$ cat src/rtl/motor_pkg.sv
// Shared definitions for the step/dir motor blocks (pulse generators and decoders).
// Holds the decoder FSM state encoding, the period counter width, the position
// width agreed between generator and decoder, and a saturating increment helper.
package motor_pkg;

  localparam int unsigned PERIOD_WIDTH    = 16;
  localparam int unsigned MOTOR_POS_WIDTH = 19;

  typedef enum logic [1:0] {
    StWaitHigh = 2'd0,
    StQualify  = 2'd1,
    StWaitLow  = 2'd2
  } decState_e;

  function automatic logic [PERIOD_WIDTH-1:0] satInc(input logic [PERIOD_WIDTH-1:0] v);
    return (v == '1) ? v : v + 1'b1;
  endfunction

endpackage

$ cat src/rtl/sync_filter.sv
// N-stage flop synchronizer for a single asynchronous input.
// Ports:
//   CLK   - destination clock
//   reset - asynchronous active-high reset, clears the chain to 0
//   d     - asynchronous input
//   q     - synchronized output (last flop of the chain)
module sync_filter #(
  parameter int unsigned STAGES = 2
) (
  input  logic CLK,
  input  logic reset,
  input  logic d,
  output logic q
);

  logic [STAGES-1:0] syncQ;

  always_ff @(posedge CLK or posedge reset) begin
    if (reset) begin
      syncQ <= '0;
    end else begin
      syncQ <= {syncQ[STAGES-2:0], d};
    end
  end

  assign q = syncQ[STAGES-1];

endmodule

$ cat src/rtl/step_dir_decoder.sv
// Step/dir input decoder: turns an external step/dir pulse stream into a signed
// position count, a measured step period and a motion flag.
// Ports:
//   CLK, reset          - system clock, asynchronous active-high reset
//   stepIn, dirIn       - raw asynchronous step pulse and direction
//   dirInvert           - quasi-static count-direction inversion
//   clearPos, clearErr  - synchronous clears of position and dirSetupErr
//   position            - signed accumulated step count (wraps)
//   period, periodValid - cycles between last two accepted steps, update pulse
//   stepStrobe          - one-cycle pulse per accepted step
//   dir                 - post-inversion direction of the last accepted step
//   activeMode          - motion present
//   dirSetupErr         - sticky flag: step accepted before dir was stable
module step_dir_decoder
  import motor_pkg::*;
#(
  parameter int unsigned SYNC_STAGES  = 2,
  parameter int unsigned MIN_HIGH     = 2,
  parameter int unsigned DIR_SETUP    = 8,
  parameter int unsigned IDLE_TIMEOUT = 16'hFFFF,
  parameter int unsigned POS_WIDTH    = MOTOR_POS_WIDTH
) (
  input  logic                        CLK,
  input  logic                        reset,
  input  logic                        stepIn,
  input  logic                        dirIn,
  input  logic                        dirInvert,
  input  logic                        clearPos,
  input  logic                        clearErr,
  output logic signed [POS_WIDTH-1:0] position,
  output logic [PERIOD_WIDTH-1:0]     period,
  output logic                        periodValid,
  output logic                        stepStrobe,
  output logic                        dir,
  output logic                        activeMode,
  output logic                        dirSetupErr
);

  localparam logic [3:0]              MinHigh       = 4'(MIN_HIGH);
  localparam logic [7:0]              DirSetupLimit = 8'(DIR_SETUP);
  localparam logic [PERIOD_WIDTH-1:0] IdleLimit     = PERIOD_WIDTH'(IDLE_TIMEOUT);

  logic stepS, dirS;

  sync_filter #(.STAGES(SYNC_STAGES)) uStepSync (
    .CLK   (CLK),
    .reset (reset),
    .d     (stepIn),
    .q     (stepS)
  );

  sync_filter #(.STAGES(SYNC_STAGES)) uDirSync (
    .CLK   (CLK),
    .reset (reset),
    .d     (dirIn),
    .q     (dirS)
  );

  // Pulse qualifier FSM
  decState_e stateQ, stateD;
  logic [3:0] qualCntQ, qualCntD;
  logic       accept;

  always_ff @(posedge CLK or posedge reset) begin
    if (reset) begin
      stateQ   <= StWaitHigh;
      qualCntQ <= '0;
    end else begin
      stateQ   <= stateD;
      qualCntQ <= qualCntD;
    end
  end

  always_comb begin
    stateD   = stateQ;
    qualCntD = qualCntQ;
    accept   = 1'b0;
    unique case (stateQ)
      StWaitHigh: begin
        if (stepS) begin
          if (MinHigh == 4'd1) begin
            accept = 1'b1;
            stateD = StWaitLow;
          end else begin
            qualCntD = 4'd1;
            stateD   = StQualify;
          end
        end
      end
      StQualify: begin
        if (!stepS) begin
          stateD = StWaitHigh;  // glitch rejected
        end else begin
          qualCntD = qualCntQ + 4'd1;
          if (qualCntD == MinHigh) begin
            accept = 1'b1;
            stateD = StWaitLow;
          end
        end
      end
      StWaitLow: begin
        // A held-high step counts once; re-arm only after it goes low.
        if (!stepS) stateD = StWaitHigh;
      end
      default: stateD = StWaitHigh;
    endcase
  end

  // Datapath registers
  logic signed [POS_WIDTH-1:0] positionQ, positionD;
  logic [PERIOD_WIDTH-1:0]     periodQ, periodD;
  logic [PERIOD_WIDTH-1:0]     periodCntQ, periodCntD;
  logic                        periodValidQ, periodValidD;
  logic                        strobeQ;
  logic                        dirQ, dirD;
  logic                        activeQ, activeD;
  logic                        errQ, errD;
  logic [7:0]                  dirStableQ, dirStableD;
  logic                        dirSPrevQ;

  logic                        stepUp;
  logic signed [POS_WIDTH-1:0] posStep;

  always_comb begin
    stepUp  = dirS ^ dirInvert;
    posStep = stepUp ? POS_WIDTH'(1) : '1;

    // Clear first, then apply a coincident step.
    positionD = clearPos ? '0 : positionQ;
    if (accept) positionD = positionD + posStep;

    periodCntD   = accept ? PERIOD_WIDTH'(1) : satInc(periodCntQ);
    periodValidD = accept && activeQ;  // first step after idle only arms
    periodD      = periodValidD ? periodCntQ : periodQ;

    activeD = activeQ;
    if (accept) begin
      activeD = 1'b1;
    end else if (periodCntD >= IdleLimit) begin
      activeD = 1'b0;
    end

    dirD = accept ? stepUp : dirQ;

    if (dirS != dirSPrevQ) begin
      dirStableD = '0;
    end else if (dirStableQ < DirSetupLimit) begin
      dirStableD = dirStableQ + 8'd1;
    end else begin
      dirStableD = dirStableQ;
    end

    // A new violation wins over a coincident clear.
    errD = (errQ & ~clearErr) | (accept && (dirStableQ < DirSetupLimit));
  end

  always_ff @(posedge CLK or posedge reset) begin
    if (reset) begin
      positionQ    <= '0;
      periodQ      <= '0;
      periodCntQ   <= '0;
      periodValidQ <= 1'b0;
      strobeQ      <= 1'b0;
      dirQ         <= 1'b0;
      activeQ      <= 1'b0;
      errQ         <= 1'b0;
      dirStableQ   <= '0;
      dirSPrevQ    <= 1'b0;
    end else begin
      positionQ    <= positionD;
      periodQ      <= periodD;
      periodCntQ   <= periodCntD;
      periodValidQ <= periodValidD;
      strobeQ      <= accept;
      dirQ         <= dirD;
      activeQ      <= activeD;
      errQ         <= errD;
      dirStableQ   <= dirStableD;
      dirSPrevQ    <= dirS;
    end
  end

  assign position    = positionQ;
  assign period      = periodQ;
  assign periodValid = periodValidQ;
  assign stepStrobe  = strobeQ;
  assign dir         = dirQ;
  assign activeMode  = activeQ;
  assign dirSetupErr = errQ;

endmodule

$ cat config.mk
export PLATFORM = sky130hd
export DESIGN_NAME = step_dir_decoder
export DESIGN_NICKNAME = d
export VERILOG_FILES = /design/src/rtl/motor_pkg.sv /design/src/rtl/sync_filter.sv /design/src/rtl/step_dir_decoder.sv
export SDC_FILE = /design/constraint.sdc
export NUM_CORES = 1
export LEC_CHECK = 0
export ABC_AREA = 0
export CAP_MARGIN = 20
export CORE_MARGIN = 1.5
export CORE_UTILIZATION = 53
export CTS_BUF_LIST = sky130_fd_sc_hd__clkbuf_4 sky130_fd_sc_hd__clkbuf_8
export DETAILED_ROUTE_END_ITERATION = 8
export GPL_TIMING_DRIVEN = 0
export MAX_ROUTING_LAYER = met4
export PLACE_DENSITY = 0.79
export SETUP_SLACK_MARGIN = 0.1
export SLEW_MARGIN = 0
export SYNTH_ARGS = -nofsm -noshare
export SYNTH_HDL_FRONTEND = slang
export SYNTH_SLANG_ARGS = --single-unit
$ cat constraint.sdc
create_clock -name CLK -period 3.1 [get_ports CLK]
set_input_delay 0.775 -clock CLK [delete_from_list [all_inputs] [get_ports CLK]]
set_output_delay 0.775 -clock CLK [all_outputs]
set_load 0.03 [all_outputs]
### Word-level counts from Yosys, hierarchy flattened

Index checks and enable logic that the tools add are counted.
W data, S select, Z words.

| word-level totals | value |
|---|---|
| flip-flop bits (word level) | 75 |
| input bits | 7 |
| output and inout bits | 40 |
| word-level logic and storage cells | 61 |

| operators by class | value |
|---|---|
| $add $sub $neg | 4 |
| $lt $le $gt $ge | 2 |
| equal/unequal tests | 9 |
| mux-type cells | 20 |
| bitwise gates (word level) | 4 |
| reduce and logical (&&, ||, !) cells | 8 |

Operator list:

| cell | number |
|---|---|
| $mux W19 | 3 |
| $mux W16 | 2 |
| $add A19 B19 Y19 | 1 |
| $add A16 B1 Y16 const B | 1 |
| $eq A16 B16 Y1 const B | 1 |
| $ge A16 B16 Y1 const B | 1 |
| $mux W8 | 2 |
| $add A8 B1 Y8 const B | 1 |
| $lt A8 B4 Y1 const B | 1 |
| $mux W2 | 4 |
| $mux W4 | 2 |
| $pmux W4 S2 | 1 |
| $pmux W2 S3 | 1 |
| $reduce_and A3 Y1 | 2 |
| $reduce_bool A2 Y1 | 3 |
| $mux W1 | 5 |
| $add A4 B1 Y4 const B | 1 |
| $eq A4 B2 Y1 const B | 1 |
| $ne A2 B1 Y1 const B | 2 |
| $ne A3 B3 Y1 const B | 1 |
| $eq A2 B1 Y1 const B | 1 |
| $eq A2 B2 Y1 const B | 1 |
| $logic_and A1 B1 Y1 | 2 |
| $logic_not A2 Y1 | 1 |
| other kinds (6) | 6 |

### Depth between registers and ports, before layout

| logic depth | value |
|---|---|
| word-level depth | 9 |
| depth in mapped cells | 13 |
| gate-level depth less buffers | 11 |

### Cells and area by module

A second synthesis with hierarchy kept.

| unflattened totals | value |
|---|---|
| cell total of the unflattened synthesis | 478 |
| area, all modules | 4,421.7 um2 |

By module, submodules not included:

| module | times used | cells each | area each (um2) | sequential area each (um2) |
|---|---|---|---|---|
| step_dir_decoder | 1 | 472 | 4,314.1 | 1,776.7 |
| sync_filter | 2 | 3 | 53.8 | 50.0 |

### Worst setup path after synthesis

Ideal clock, no wire load.

| timing | value |
|---|---|
| kind | input -> register |
| start | input dirInvert |
| end | register positionQ[17], in the netlist position[17] |
| library setup time | 125 ps |
| arrival | 3,524 ps |
| required time | 2,975 ps |
| path slack | -549 ps |
| stages | 12 |
| path buffers | 1 |
| path through | xor2_2 clkinv_1 clkbuf_1 ha_1 a21oi_1 a211oi_1 or4_4 a41oi_2 nand2_1 a211oi_1 nor3_1 xnor2_1 |

| on the way | value |
|---|---|
| cells in the longest elaborated chain, start to end | 4 |

RTL lines:

| item | line | source |
|---|---|---|
| start: declaration | step_dir_decoder.sv:27 | `input logic dirInvert,` |
| $xor A1 B1 Y1 | step_dir_decoder.sv:125 | `stepUp = dirS ^ dirInvert;` |
| $mux W19 | step_dir_decoder.sv:126 | `posStep = stepUp ? POS_WIDTH'(1) : '1;` |
| $add A19 B19 Y19 | step_dir_decoder.sv:130 | `if (accept) positionD = positionD + posStep;` |
| $mux W19 | step_dir_decoder.sv:130 |  |
| named net positionD[17] | step_dir_decoder.sv:110 | `logic signed [POS_WIDTH-1:0] positionQ, positionD;` |
| end signal: assignment | step_dir_decoder.sv:170 | `positionQ <= positionD;` |
| end: declaration | step_dir_decoder.sv:110 |  |

The timed path passes the listed nets, and every way through them passes these cells.
A chain may end at the register's enable or synchronous reset.

### Worst setup path in the final report

| timing | value |
|---|---|
| start | input dirInvert |
| end | register positionQ[18], in the netlist position[18] |

The elaborated chain is that of the path after synthesis.

==> results_dict.tcl <==
set metrics [dict create \
    drtPass1Iterations 5 \
    p_per_area_nw_per_um2 759 \
    drt-initial-drc-count 224 \
    die_width_um 92.5 \
    relSlewSlack_pct 41.4 \
    drv_slew 0 \
    seqPwrFrac_pct 35.3 \
    crit_arrival_ns 3.32 \
    cts_tree "yes" \
    comb_power_share_pct 46.2 \
    fill_cells 566 \
    grt_pass1_vias 3626 \
    p_leak_nw 2.34 \
    switchingPower_mw 1.72 \
    final_layout_size_suffix_gt1_share_pct 18.3 \
    synth-adder-area-share_pct 3.71 \
    syn-cell-area_um2 4250 \
    io_buffers 46 \
    synth_edf_count 0 \
    skew_ns 0.0156 \
    period_needed_ns 3.07 \
    clkLatencyLatePin_ns 0.36 \
    crit_fanout 10 \
    seq_area_frac_synth_pct 44.2 \
    reg2reg_slack_ns 0.12 \
    start_kind "input pin" \
    synth_fp_nets 470 \
    ys.flop_type "dfrtp_1" \
    gp_congestion 0.954 \
    rsz0062_at_grt "true" \
    max_freq_mhz 325 \
    start_util_pct 55.0 \
    cts.sinks 75 \
    worstMarginPinSlew_ns 0.879 \
    core_area_um2 7730 \
    p_sw_share_pct 41.6 \
    synth_top_family_by_area "simple AND/OR/NAND/NOR gates" \
    drv_cap 0 \
    peakVddDrop_mv 0.480 \
    fp.dieH_um 92.5 \
    muxShareOfSynthArea_pct 6.66 \
    async_flop_share_pct 100 \
    synth_compound_area_share_pct 13.5 \
    hold_viol_final 0 \
    num_rows 32 \
    htree_num_levels 3 \
    power.share.clock_pct 18.5 \
    cts.clk_slew.worst_paths_ns 0.08 \
    synthCells 451 \
    hold_class "reg2reg" \
    clk_root_buffer_cell "clkbuf_8" \
    antenna_found_initial 0 \
    grt_start_max_net_pins 76 \
    overflow 0 \
    drc 0 \
    dp_hpwl_um 6950 \
    crit_type "in2reg" \
    p_int_mw 2.41 \
    via_count 3732 \
    yosys.area_share.simple_pct 22.6 \
    critPathCaptureType "flip-flop" \
    status "finished clean" \
    track_usage_pct 26.8 \
    vias_per_cell 5.91 \
    clk_path_buf_depth 2 \
    drt_wl_total_um 10600 \
    yosysWarnings 0 \
    areaGrowthSynthToFinish_pct 28.3 \
    insertedDiodeCount 0 \
    wl_per_cell_um 16.7 \
    stdcell_area_um2 5450 \
    synth_seq_cells 75 \
    drtAntennaViolNets 0 \
    ios 47 \
    die_area_um2 8560 \
    synth_cell_type_count 58 \
    grt_first_pass_wirelength_um 17500 \
    p_total_mw 4.14 \
    cp.required_ns 3.35 \
    postSynthAreaPerCell_um2 9.42 \
    final-setup-viol-count 0 \
    period_share_pct 99.2 \
    final_nets 543 \
    synth-xor-area-share_pct 6.77 \
    place_area_um2 4970 \
    cts-buffers-inserted 9 \
]
-- cell type report --
type                    instances  area [µm²]  area share (%)
multi-input cells             348        2450            45.0
repair buffers                 62         587            10.8
clock buffers                   9         124            2.27
flip-flops and latches         75        1880            34.5
plain buffers                  17         159            2.92
well taps                     102         128            2.34
clock inverters                 7        75.1            1.38
inverters                      11        48.8           0.896
-- per-layer routing --
metal	share of wire [%]	vias to the layer above	track usage (%)
met5	0	-	-
met4	2.3	0	11.2
met3	5.8	33	6.24
met2	50	144	43.5
met1	42	1795	32.2
li1	-	1760	-
-- per-stage QoR --
stage	utilization, %	hold slack [ns]	setup TNS (ns)	setup slack, ns	instances
2_1_floorplan	-	0.331	-0.0112	-0.0112	451
3_3_place_gp	64.3	0.332	-65.15	-0.958	599
3_5_place_dp	64.3	0.335	-11.47	-0.996	599
4_1_cts	68.8	0.354	0	0.0586	626
5_1_grt	70.5	0.356	0	0.00231	631
6_report	70.5	0.352	0	0.0257	631
-- logic make-up after synthesis --
family / after synthesis
flip-flops: 75
adder cells (fa/ha/maj): 12
AND/OR/NAND/NOR: 187
AO/OA/AOI/OAI: 91
buffers and inverters: 28
XOR/XNOR: 32
multiplexers: 26
-- critical path: stages --
cell	delay [ns]
buf_8	0.10
xor2_4	0.19
buf_4	0.16
buf_6	0.13
buf_6	0.15
fa_2	0.42
nor2b_2	0.17
o21ai_2	0.10
a21oi_4	0.19
nor3_1	0.10
o21ai_2	0.27
a31oi_2	0.17
a2bb2oi_1	0.18
o211a_1	0.20
-- power groups by stage --
stage / Sequential [mW] / Combinational, mW / Clock [mW]
2_1_floorplan: 1.72 / 0.956 / 0
3_3_place_gp: 1.46 / 1.75 / 0
3_5_place_dp: 1.48 / 1.79 / 0
4_1_cts: 1.46 / 1.83 / 0.783
5_1_grt: 1.50 / 2.06 / 0.827
6_report: 1.46 / 1.91 / 0.764
-- cells in the final DEF, fill, tap and decap left out, types with 3 or more instances in the layout --
cell	netlist	final
a21oi_1	23	20
nand2_1	44	42
ha_1	11	6
clkinv_4	0	3
clkbuf_8	0	10
buf_6	0	3
a211oi_2	0	4
nor2_1	37	37
and3_1	6	6
clkdlybuf4s50_1	0	44
a21o_1	6	6
nor2b_2	0	3
nand4_1	5	5
mux2i_1	8	8
nor4_1	9	9
clkbuf_16	0	3
clkbuf_1	11	7
buf_4	1	17
ha_4	0	4
o21ai_0	27	21
nand2b_1	12	11
dfrtp_1	75	74
nor2b_1	17	13
xnor2_1	21	21
and2_1	10	10
and4_1	3	3
mux2_2	18	18
nand3_1	16	16
a31oi_1	6	4
nor3_1	15	14
xor2_1	10	10
o21ai_1	1	5
inv_1	10	8
-- sequential cells by signal, summed over array words and instances (netlist names) --
register	cells
stateQ	2
dirSPrevQ	1
activeMode	1
uDirSync.syncQ	2
position	19
stepStrobe	1
dir	1
qualCntQ	4
periodCntQ	16
periodValid	1
period	16
dirSetupErr	1
uStepSync.syncQ	2
dirStableQ	8
-- synth_stat cells, drive strengths merged (8+ instances only) --
cell type	number	area [µm²]
dfrtp	75	1880
nand2	44	165
nor2	37	139
o21ai	28	140
a21oi	23	115
xnor2	21	184
mux2	18	203
nor2b	17	106
nand3	16	80.1
nor3	15	75.1
nand2b	12	75.1
clkbuf	11	41.3
ha	11	138
xor2	11	104
and2	10	62.6
inv	10	37.5
nor4	9	56.3
mux2i	8	80.1
-- timing repair --
action | CTS | global route
endpoints found under the setup margin | 14 | 9
buffers inserted | 11 | 5
pin swaps | 13 | 14
resized for setup | 27 | 26
hold buffers | 0 | 0
-- final timing paths --
check,end,cells after the start,startpoint
min in group asynchronous,qualCntQ[3],2,reset
setup reg to reg,position[18],13,uDirSync.syncQ[1]
setup / recovery,position[18],14,dirInvert
max in group asynchronous,uDirSync.syncQ[1],2,reset
hold / removal,uDirSync.syncQ[1],0,uDirSync.syncQ[0]
hold reg to reg,uDirSync.syncQ[1],0,uDirSync.syncQ[0]
(Power assumes the default switching activity.)
